==> src/rtl/mc_pkg.sv <==
// Shared definitions for the multicycle MIPS-subset control unit:
// opcode/funct constants, ALU and mux-select encodings, FSM states and
// instruction classes. MC_CTRL_ILLEGAL_TRAP_EN adds the HALT state.
package mc_pkg;

   localparam logic [5:0] OP_RTYPE = 6'h00;
   localparam logic [5:0] OP_J     = 6'h02;
   localparam logic [5:0] OP_JAL   = 6'h03;
   localparam logic [5:0] OP_BNE   = 6'h05;
   localparam logic [5:0] OP_ADDI  = 6'h08;
   localparam logic [5:0] OP_XORI  = 6'h0E;
   localparam logic [5:0] OP_LW    = 6'h23;
   localparam logic [5:0] OP_SW    = 6'h2B;

   localparam logic [5:0] FN_JR  = 6'h08;
   localparam logic [5:0] FN_ADD = 6'h20;
   localparam logic [5:0] FN_SUB = 6'h22;
   localparam logic [5:0] FN_SLT = 6'h2A;

   typedef enum logic [1:0] {
      ALU_ADD = 2'd0,
      ALU_SUB = 2'd1,
      ALU_XOR = 2'd2,
      ALU_SLT = 2'd3
   } alu_op_t;

   localparam logic       ADDR_PC     = 1'b0;
   localparam logic       ADDR_ALUOUT = 1'b1;

   localparam logic [1:0] DST_RT  = 2'd0;
   localparam logic [1:0] DST_RD  = 2'd1;
   localparam logic [1:0] DST_R31 = 2'd2;

   localparam logic [1:0] WD_ALUOUT = 2'd0;
   localparam logic [1:0] WD_MDR    = 2'd1;
   localparam logic [1:0] WD_PC     = 2'd2;

   localparam logic       A_PC  = 1'b0;
   localparam logic       A_REG = 1'b1;

   localparam logic [1:0] B_REG     = 2'd0;
   localparam logic [1:0] B_FOUR    = 2'd1;
   localparam logic [1:0] B_IMM     = 2'd2;
   localparam logic [1:0] B_IMM_SH2 = 2'd3;

   localparam logic [1:0] PC_ALU    = 2'd0;
   localparam logic [1:0] PC_JUMP   = 2'd1;
   localparam logic [1:0] PC_A      = 2'd2;
   localparam logic [1:0] PC_ALUOUT = 2'd3;

   typedef enum logic [3:0] {
      S_FETCH,
      S_DECODE,
      S_MEM_ADDR,
      S_MEM_RD,
      S_MEM_WB,
      S_MEM_WR,
      S_EX_R,
      S_WB_R,
      S_EX_I,
      S_WB_I,
      S_BRANCH,
      S_JUMP,
      S_JR,
      S_JAL
`ifdef MC_CTRL_ILLEGAL_TRAP_EN
      , S_HALT
`endif
   } state_t;

   typedef enum logic [3:0] {
      CL_MEM_LD,
      CL_MEM_ST,
      CL_RTYPE,
      CL_JR,
      CL_ITYPE,
      CL_BNE,
      CL_J,
      CL_JAL,
      CL_ILLEGAL
   } iclass_t;

endpackage

==> src/rtl/mc_decode.sv <==
// Combinational instruction classifier: {opcode, funct} -> class, plus
// the ALU operation used by the R-type and I-type execute steps.
// Ports: opcode, funct in; iclass, alu_op out.
module mc_decode
   import mc_pkg::*;
(
   input  logic [5:0] opcode,
   input  logic [5:0] funct,
   output iclass_t    iclass,
   output alu_op_t    alu_op
);

   always_comb begin
      iclass = CL_ILLEGAL;
      alu_op = ALU_ADD;
      unique case (opcode)
         OP_RTYPE: begin
            unique case (funct)
               FN_ADD: begin
                  iclass = CL_RTYPE;
                  alu_op = ALU_ADD;
               end
               FN_SUB: begin
                  iclass = CL_RTYPE;
                  alu_op = ALU_SUB;
               end
               FN_SLT: begin
                  iclass = CL_RTYPE;
                  alu_op = ALU_SLT;
               end
               FN_JR:   iclass = CL_JR;
               default: iclass = CL_ILLEGAL;
            endcase
         end
         OP_LW:   iclass = CL_MEM_LD;
         OP_SW:   iclass = CL_MEM_ST;
         OP_ADDI: begin
            iclass = CL_ITYPE;
            alu_op = ALU_ADD;
         end
         OP_XORI: begin
            iclass = CL_ITYPE;
            alu_op = ALU_XOR;
         end
         OP_BNE:  iclass = CL_BNE;
         OP_J:    iclass = CL_J;
         OP_JAL:  iclass = CL_JAL;
         default: iclass = CL_ILLEGAL;
      endcase
   end

endmodule

==> src/rtl/multicycle_control.sv <==
// Main control FSM for the multicycle MIPS-subset CPU plus a retired-
// instruction counter. Inputs: clk, reset (sync, active-high), opcode,
// funct, zero. Outputs: write enables, mux selects, alu_op, retired,
// illegal. Define MC_CTRL_ILLEGAL_TRAP_EN to trap unknown encodings
// into a HALT state that only reset leaves.
module multicycle_control
   import mc_pkg::*;
#(
   parameter int CNT_W = 32
) (
   input  logic             clk,
   input  logic             reset,
   input  logic [5:0]       opcode,
   input  logic [5:0]       funct,
   input  logic             zero,
   output logic             pc_we,
   output logic             ir_we,
   output logic             mem_we,
   output logic             reg_we,
   output logic             mem_addr_sel,
   output logic [1:0]       reg_dst_sel,
   output logic [1:0]       reg_wd_sel,
   output logic             alu_a_sel,
   output logic [1:0]       alu_b_sel,
   output logic [1:0]       alu_op,
   output logic [1:0]       pc_src_sel,
   output logic [CNT_W-1:0] retired,
   output logic             illegal
);

   state_t  state;
   state_t  state_next;
   iclass_t iclass;
   alu_op_t ex_op;

   mc_decode u_decode (
      .opcode (opcode),
      .funct  (funct),
      .iclass (iclass),
      .alu_op (ex_op)
   );

   always_ff @(posedge clk) begin
      if (reset) begin
         state <= S_FETCH;
      end else begin
         state <= state_next;
      end
   end

   always_comb begin
      state_next = state;
      unique case (state)
         S_FETCH:  state_next = S_DECODE;
         S_DECODE: begin
            unique case (iclass)
               CL_MEM_LD, CL_MEM_ST: state_next = S_MEM_ADDR;
               CL_RTYPE: state_next = S_EX_R;
               CL_JR:    state_next = S_JR;
               CL_ITYPE: state_next = S_EX_I;
               CL_BNE:   state_next = S_BRANCH;
               CL_J:     state_next = S_JUMP;
               CL_JAL:   state_next = S_JAL;
`ifdef MC_CTRL_ILLEGAL_TRAP_EN
               default:  state_next = S_HALT;
`else
               default:  state_next = S_FETCH;
`endif
            endcase
         end
         S_MEM_ADDR: state_next = (iclass == CL_MEM_LD) ? S_MEM_RD : S_MEM_WR;
         S_MEM_RD:   state_next = S_MEM_WB;
         S_EX_R:     state_next = S_WB_R;
         S_EX_I:     state_next = S_WB_I;
`ifdef MC_CTRL_ILLEGAL_TRAP_EN
         S_HALT:     state_next = S_HALT;
`endif
         default:    state_next = S_FETCH;
      endcase
   end

   always_comb begin
      pc_we        = 1'b0;
      ir_we        = 1'b0;
      mem_we       = 1'b0;
      reg_we       = 1'b0;
      mem_addr_sel = ADDR_PC;
      reg_dst_sel  = DST_RT;
      reg_wd_sel   = WD_ALUOUT;
      alu_a_sel    = A_PC;
      alu_b_sel    = B_REG;
      alu_op       = ALU_ADD;
      pc_src_sel   = PC_ALU;
      unique case (state)
         S_FETCH: begin
            ir_we     = 1'b1;
            alu_b_sel = B_FOUR;
            pc_we     = 1'b1;
         end
         // Branch target precomputed into ALUOut.
         S_DECODE: alu_b_sel = B_IMM_SH2;
         S_MEM_ADDR: begin
            alu_a_sel = A_REG;
            alu_b_sel = B_IMM;
         end
         S_MEM_RD: mem_addr_sel = ADDR_ALUOUT;
         S_MEM_WB: begin
            reg_we     = 1'b1;
            reg_wd_sel = WD_MDR;
         end
         S_MEM_WR: begin
            mem_addr_sel = ADDR_ALUOUT;
            mem_we       = 1'b1;
         end
         S_EX_R: begin
            alu_a_sel = A_REG;
            alu_op    = ex_op;
         end
         S_WB_R: begin
            reg_we      = 1'b1;
            reg_dst_sel = DST_RD;
         end
         S_EX_I: begin
            alu_a_sel = A_REG;
            alu_b_sel = B_IMM;
            alu_op    = ex_op;
         end
         S_WB_I: reg_we = 1'b1;
         S_BRANCH: begin
            alu_a_sel  = A_REG;
            alu_op     = ALU_SUB;
            pc_src_sel = PC_ALUOUT;
            pc_we      = !zero;
         end
         S_JUMP: begin
            pc_src_sel = PC_JUMP;
            pc_we      = 1'b1;
         end
         S_JR: begin
            pc_src_sel = PC_A;
            pc_we      = 1'b1;
         end
         // PC already holds the return address (+4 done in FETCH).
         S_JAL: begin
            reg_we      = 1'b1;
            reg_dst_sel = DST_R31;
            reg_wd_sel  = WD_PC;
            pc_src_sel  = PC_JUMP;
            pc_we       = 1'b1;
         end
         default: ;
      endcase
      if (reset) begin
         pc_we  = 1'b0;
         ir_we  = 1'b0;
         mem_we = 1'b0;
         reg_we = 1'b0;
      end
   end

   always_ff @(posedge clk) begin
      if (reset) begin
         retired <= '0;
      end else if (ir_we) begin
         retired <= retired + CNT_W'(1);
      end
   end

`ifdef MC_CTRL_ILLEGAL_TRAP_EN
   assign illegal = (state == S_HALT);
`else
   assign illegal = 1'b0;
`endif

endmodule

==> config.mk <==
export PLATFORM = sky130hd
export DESIGN_NAME = multicycle_control
export DESIGN_NICKNAME = d
export VERILOG_FILES = /design/src/rtl/mc_pkg.sv /design/src/rtl/mc_decode.sv /design/src/rtl/multicycle_control.sv
export SDC_FILE = /design/constraint.sdc
export NUM_CORES = 1
export LEC_CHECK = 0
export CAP_MARGIN = 10
export CORE_ASPECT_RATIO = 1.25
export CORE_MARGIN = 5
export CORE_UTILIZATION = 48
export CTS_CLUSTER_SIZE = 24
export DETAILED_ROUTE_END_ITERATION = 6
export GPL_TIMING_DRIVEN = 1
export PLACE_DENSITY = 0.79
export RECOVER_POWER = 50
export REMOVE_ABC_BUFFERS = 1
export SYNTH_ARGS = -nofsm -noshare
export SYNTH_HDL_FRONTEND = slang
export SYNTH_SLANG_ARGS = --single-unit
==> constraint.sdc <==
create_clock -name clk -period 3.1 [get_ports clk]
set_clock_uncertainty 0.2 [all_clocks]
set_input_delay 0.62 -clock clk [delete_from_list [all_inputs] [get_ports clk]]
set_output_delay 0.62 -clock clk [all_outputs]
set_load 0.01 [all_outputs]
==> flow_metrics.py <==
metrics = {
    "logic_synthesis": {
        "synth_top_family_by_area": "simple AND/OR/NAND/NOR gates",
        "synth_cells": 295,
        "syn_area_per_cell_um2": 7.774,
        "yosysMostFrequentCell": "nor2_1",
        "synth_top_area_cell": "dfxtp_1",
        "netlist_area_mm2": 0.002293,
        "ys_ff_latch": 36,
        "synth_ff_type": "dfxtp_1",
        "yosys.area_share.simple_pct": 36.50,
        "synthDistinctLibCells": 52,
        "seq_area_frac_synth_pct": 31.42,
        "netlist.area_leader.share_pct": 31.42,
        "synth_edf_count": 0,
        "ys_async_sr_fraction_pct": 0,
        "synth_area_leaders": "dfxtp_1, xnor2_1, nor2_1",
        "muxShareOfSynthArea_pct": 0.4364,
        "ys_warn_count": 0,
        "synth_compound_area_share_pct": 14.84,
        "yosys.area_share.adder_pct": 2.182,
        "synth_commonest_cells": "nor2_1, dfxtp_1, a21oi_1, nand2_1, xnor2_1",
        "synthXorXnorAreaFrac_pct": 8.783,
    },
    "die": {
        "die_width_um": 71.83,
        "boundaryPins": 64,
        "dieArea_mm2": 0.006269,
        "std_cell_rows": 28,
        "initial_core_util_pct": 48.85,
        "die_h_um": 87.28,
        "core_area_mm2": 0.004695,
    },
    "sta": {
        "timing.final.crit_share_pct": 94.82,
        "setup_ws_ns": 0.1605,
        "finalSetupTns_ns": 0,
        "hold_ws_ns": 0.2829,
        "maxSlewHeadroom_pct": 62.21,
        "finalMaxSlewViolations": 0,
        "setup_viol": 0,
        "timing.fmax_mhz": 340.2,
        "post-route-min-period_ns": 2.940,
        "hold_violations": 0,
        "rsz0062_at_grt": "no",
        "tightestPinTransition_ns": 0.5660,
    },
    "cts": {
        "cts_tree": "done",
        "cts_buffers": 5,
        "clkTransAtPathRegs_ns": 0.07,
        "root_buffer": "clkbuf_8",
        "cts_max_level": 2,
        "postCtsHoldBufs": 0,
        "clk_latency_ns": 0.29,
        "clockBufferDepth": 2,
        "cts_sinks": 36,
    },
    "routing": {
        "met3WireLength_um": 313,
        "top_layer": "met4",
        "routedWlPerCell_um": 13.39,
        "wirelength_um": 5746,
        "met1_length_um": 2311,
        "antenna_left": 0,
        "wl_met2_um": 3031,
        "drtIter0Drc": 193,
        "dr.pass1.iters": 4,
        "viasPerCell": 5.531,
        "drc": 0,
        "vias": 2373,
    },
    "place": {
        "io_buffer_count": 62,
        "gp_congestion": 0.8558,
        "hpwl_um": 4323,
        "dp.cells": 417,
        "pre_cts_ws_ns": -0.4228,
    },
    "setup_path": {
        "crit_start": "state[3]",
        "arrival_ns": 2.12,
        "path_cells": "nand2b_1, nor2_1, a21oi_1, nor2_1, o21ba_2, clkdlybuf4s50_1",
        "reg2regPathDepth": 6,
        "path_common_cell": "nor2_1",
        "start_kind": "register",
        "cp-end-kind": "primary output",
        "critical-path-max-stage-delay_ns": 0.68,
        "crit_path_max_fanout": 18,
        "path_class": "register to primary output",
        "critical_path.slowest_cell": "dfxtp_1",
        "reg2reg_from": "state[1]",
        "worstPathRequired_ns": 2.28,
    },
    "cells_and_area": {
        "fill_cells": 409,
        "fin_cells": 429,
        "nNetsFinal": 387,
        "final_layout_size_suffix_gt1_share_pct": 11.92,
        "regArea_um2": 720.7,
        "diodes": 0,
        "area_delta_synth_final_pct": 40.26,
        "multi_input_area_mm2": 0.001488,
    },
    "pwr": {
        "pwr-share-clk_pct": 35.1,
        "p_leak_nw": 1.267,
        "power.density_mw_per_mm2": 296.2,
        "p_total_uw": 952.9,
        "netSwitchingPower_uw": 231.7,
        "comb_power_share_pct": 14.7,
        "power_frac_seq_pct": 50.2,
        "power_switching_share_pct": 24.32,
        "p_int_uw": 721.2,
        "ir_drop_mv": 0.1546,
    },
    "global_route": {
        "grt_usage_pct": 19.24,
        "first_global_vias": 2187,
        "grt_start_max_net_pins": 36,
        "antenna_found_initial": 0,
        "grt_pass1_wl_um": 9777,
        "grt_overflow": 0,
    },
    "worst_hold_path": {
        "min_path_type": "register to register",
        "min_path_cells": 2,
        "worstHoldStart": "retired[31]",
    },
    "run": {
        "maxCapViolations": 0,
    },
    "status": {
        "outcome": "completed",
    },
}
==> cell type report <==
cell class | instances | area share, %
inverter | 9 | 1.050
tap | 60 | 2.334
sequential | 36 | 22.40
multi-input combinational | 230 | 46.25
timing repair buffer | 86 | 25.17
clock buffer | 8 | 2.800
==> cell usage in the layout (no fill, tap or decap), drive strengths merged, types with 8 or more instances in the layout <==
cell | synthesis | layout
clkbuf | 14 | 11
inv | 9 | 9
buf | 6 | 22
nor4 | 14 | 14
nor3 | 10 | 10
nand2 | 16 | 16
a21oi | 22 | 22
xnor2 | 16 | 16
dlymetal6s2s | 0 | 8
o21ai | 8 | 8
nand3 | 12 | 12
dfxtp | 36 | 36
nand2b | 8 | 8
clkdlybuf4s50 | 0 | 19
nand4 | 10 | 10
nor2 | 37 | 37
dlygate4sd3 | 0 | 33
==> repair_timing <==
| action | CTS | global route |
|---|---|---|
| cloned | 0 | 0 |
| pin swaps | 3 | 7 |
| gates resized for setup | 9 | 15 |
| endpoints found under the setup margin | 3 | 4 |
| setup buffers | 2 | 2 |
==> state kept, by name, summed over array words and instances, names as in the netlist <==
register  flops
state         4
retired      32
==> final timing paths <==
path                                    end  slack, ns
worst max register to register  retired[30]       0.41
worst min-delay path            retired[31]       0.28
worst min register to register  retired[31]       0.28
worst max-delay path                 reg_we       0.16
==> per-stage QoR <==
stage / cell area, um^2 / utilization (%)
2_1_floorplan: 2197 / -
3_3_place_gp: 3043 / 64.82
3_5_place_dp: 3043 / 64.82
4_1_cts: 3172 / 67.56
5_1_grt: 3217 / 68.52
6_report: 3217 / 68.52
==> cells by family after synthesis <==
kind of cell    after synthesis
fa+ha+maj                     4
other cells                   1
compound gates               53
flops                        36
mux                           1
simple gates                148
buf+inv                      29
xor+xnor                     23
==> power groups by stage <==
stage          registers [mW]  logic [mW]  clock network, mW
6_report                0.478       0.140              0.335
3_3_place_gp            0.489       0.134                  0
5_1_grt                 0.479       0.154              0.370
2_1_floorplan           0.491      0.0530                  0
3_5_place_dp            0.489       0.136                  0
4_1_cts                 0.478       0.139              0.346
==> critical path: cells and delay by family (launching register included) <==
kind,cells,cell delay (ns)
flip-flops,1,0.68
buffers and inverters,1,0.47
AND/OR/NAND/NOR,3,0.37
AO/OA/AOI/OAI,2,0.32
==> metal layers <==
metal  vias to the layer above  global-route usage, %
met1                      1093                  22.45
met4                         0                  7.350
met5                         -                      0
met3                         8                  3.695
met2                        68                  34.36
li1                       1204                      -
(Power assumes the default switching activity.)
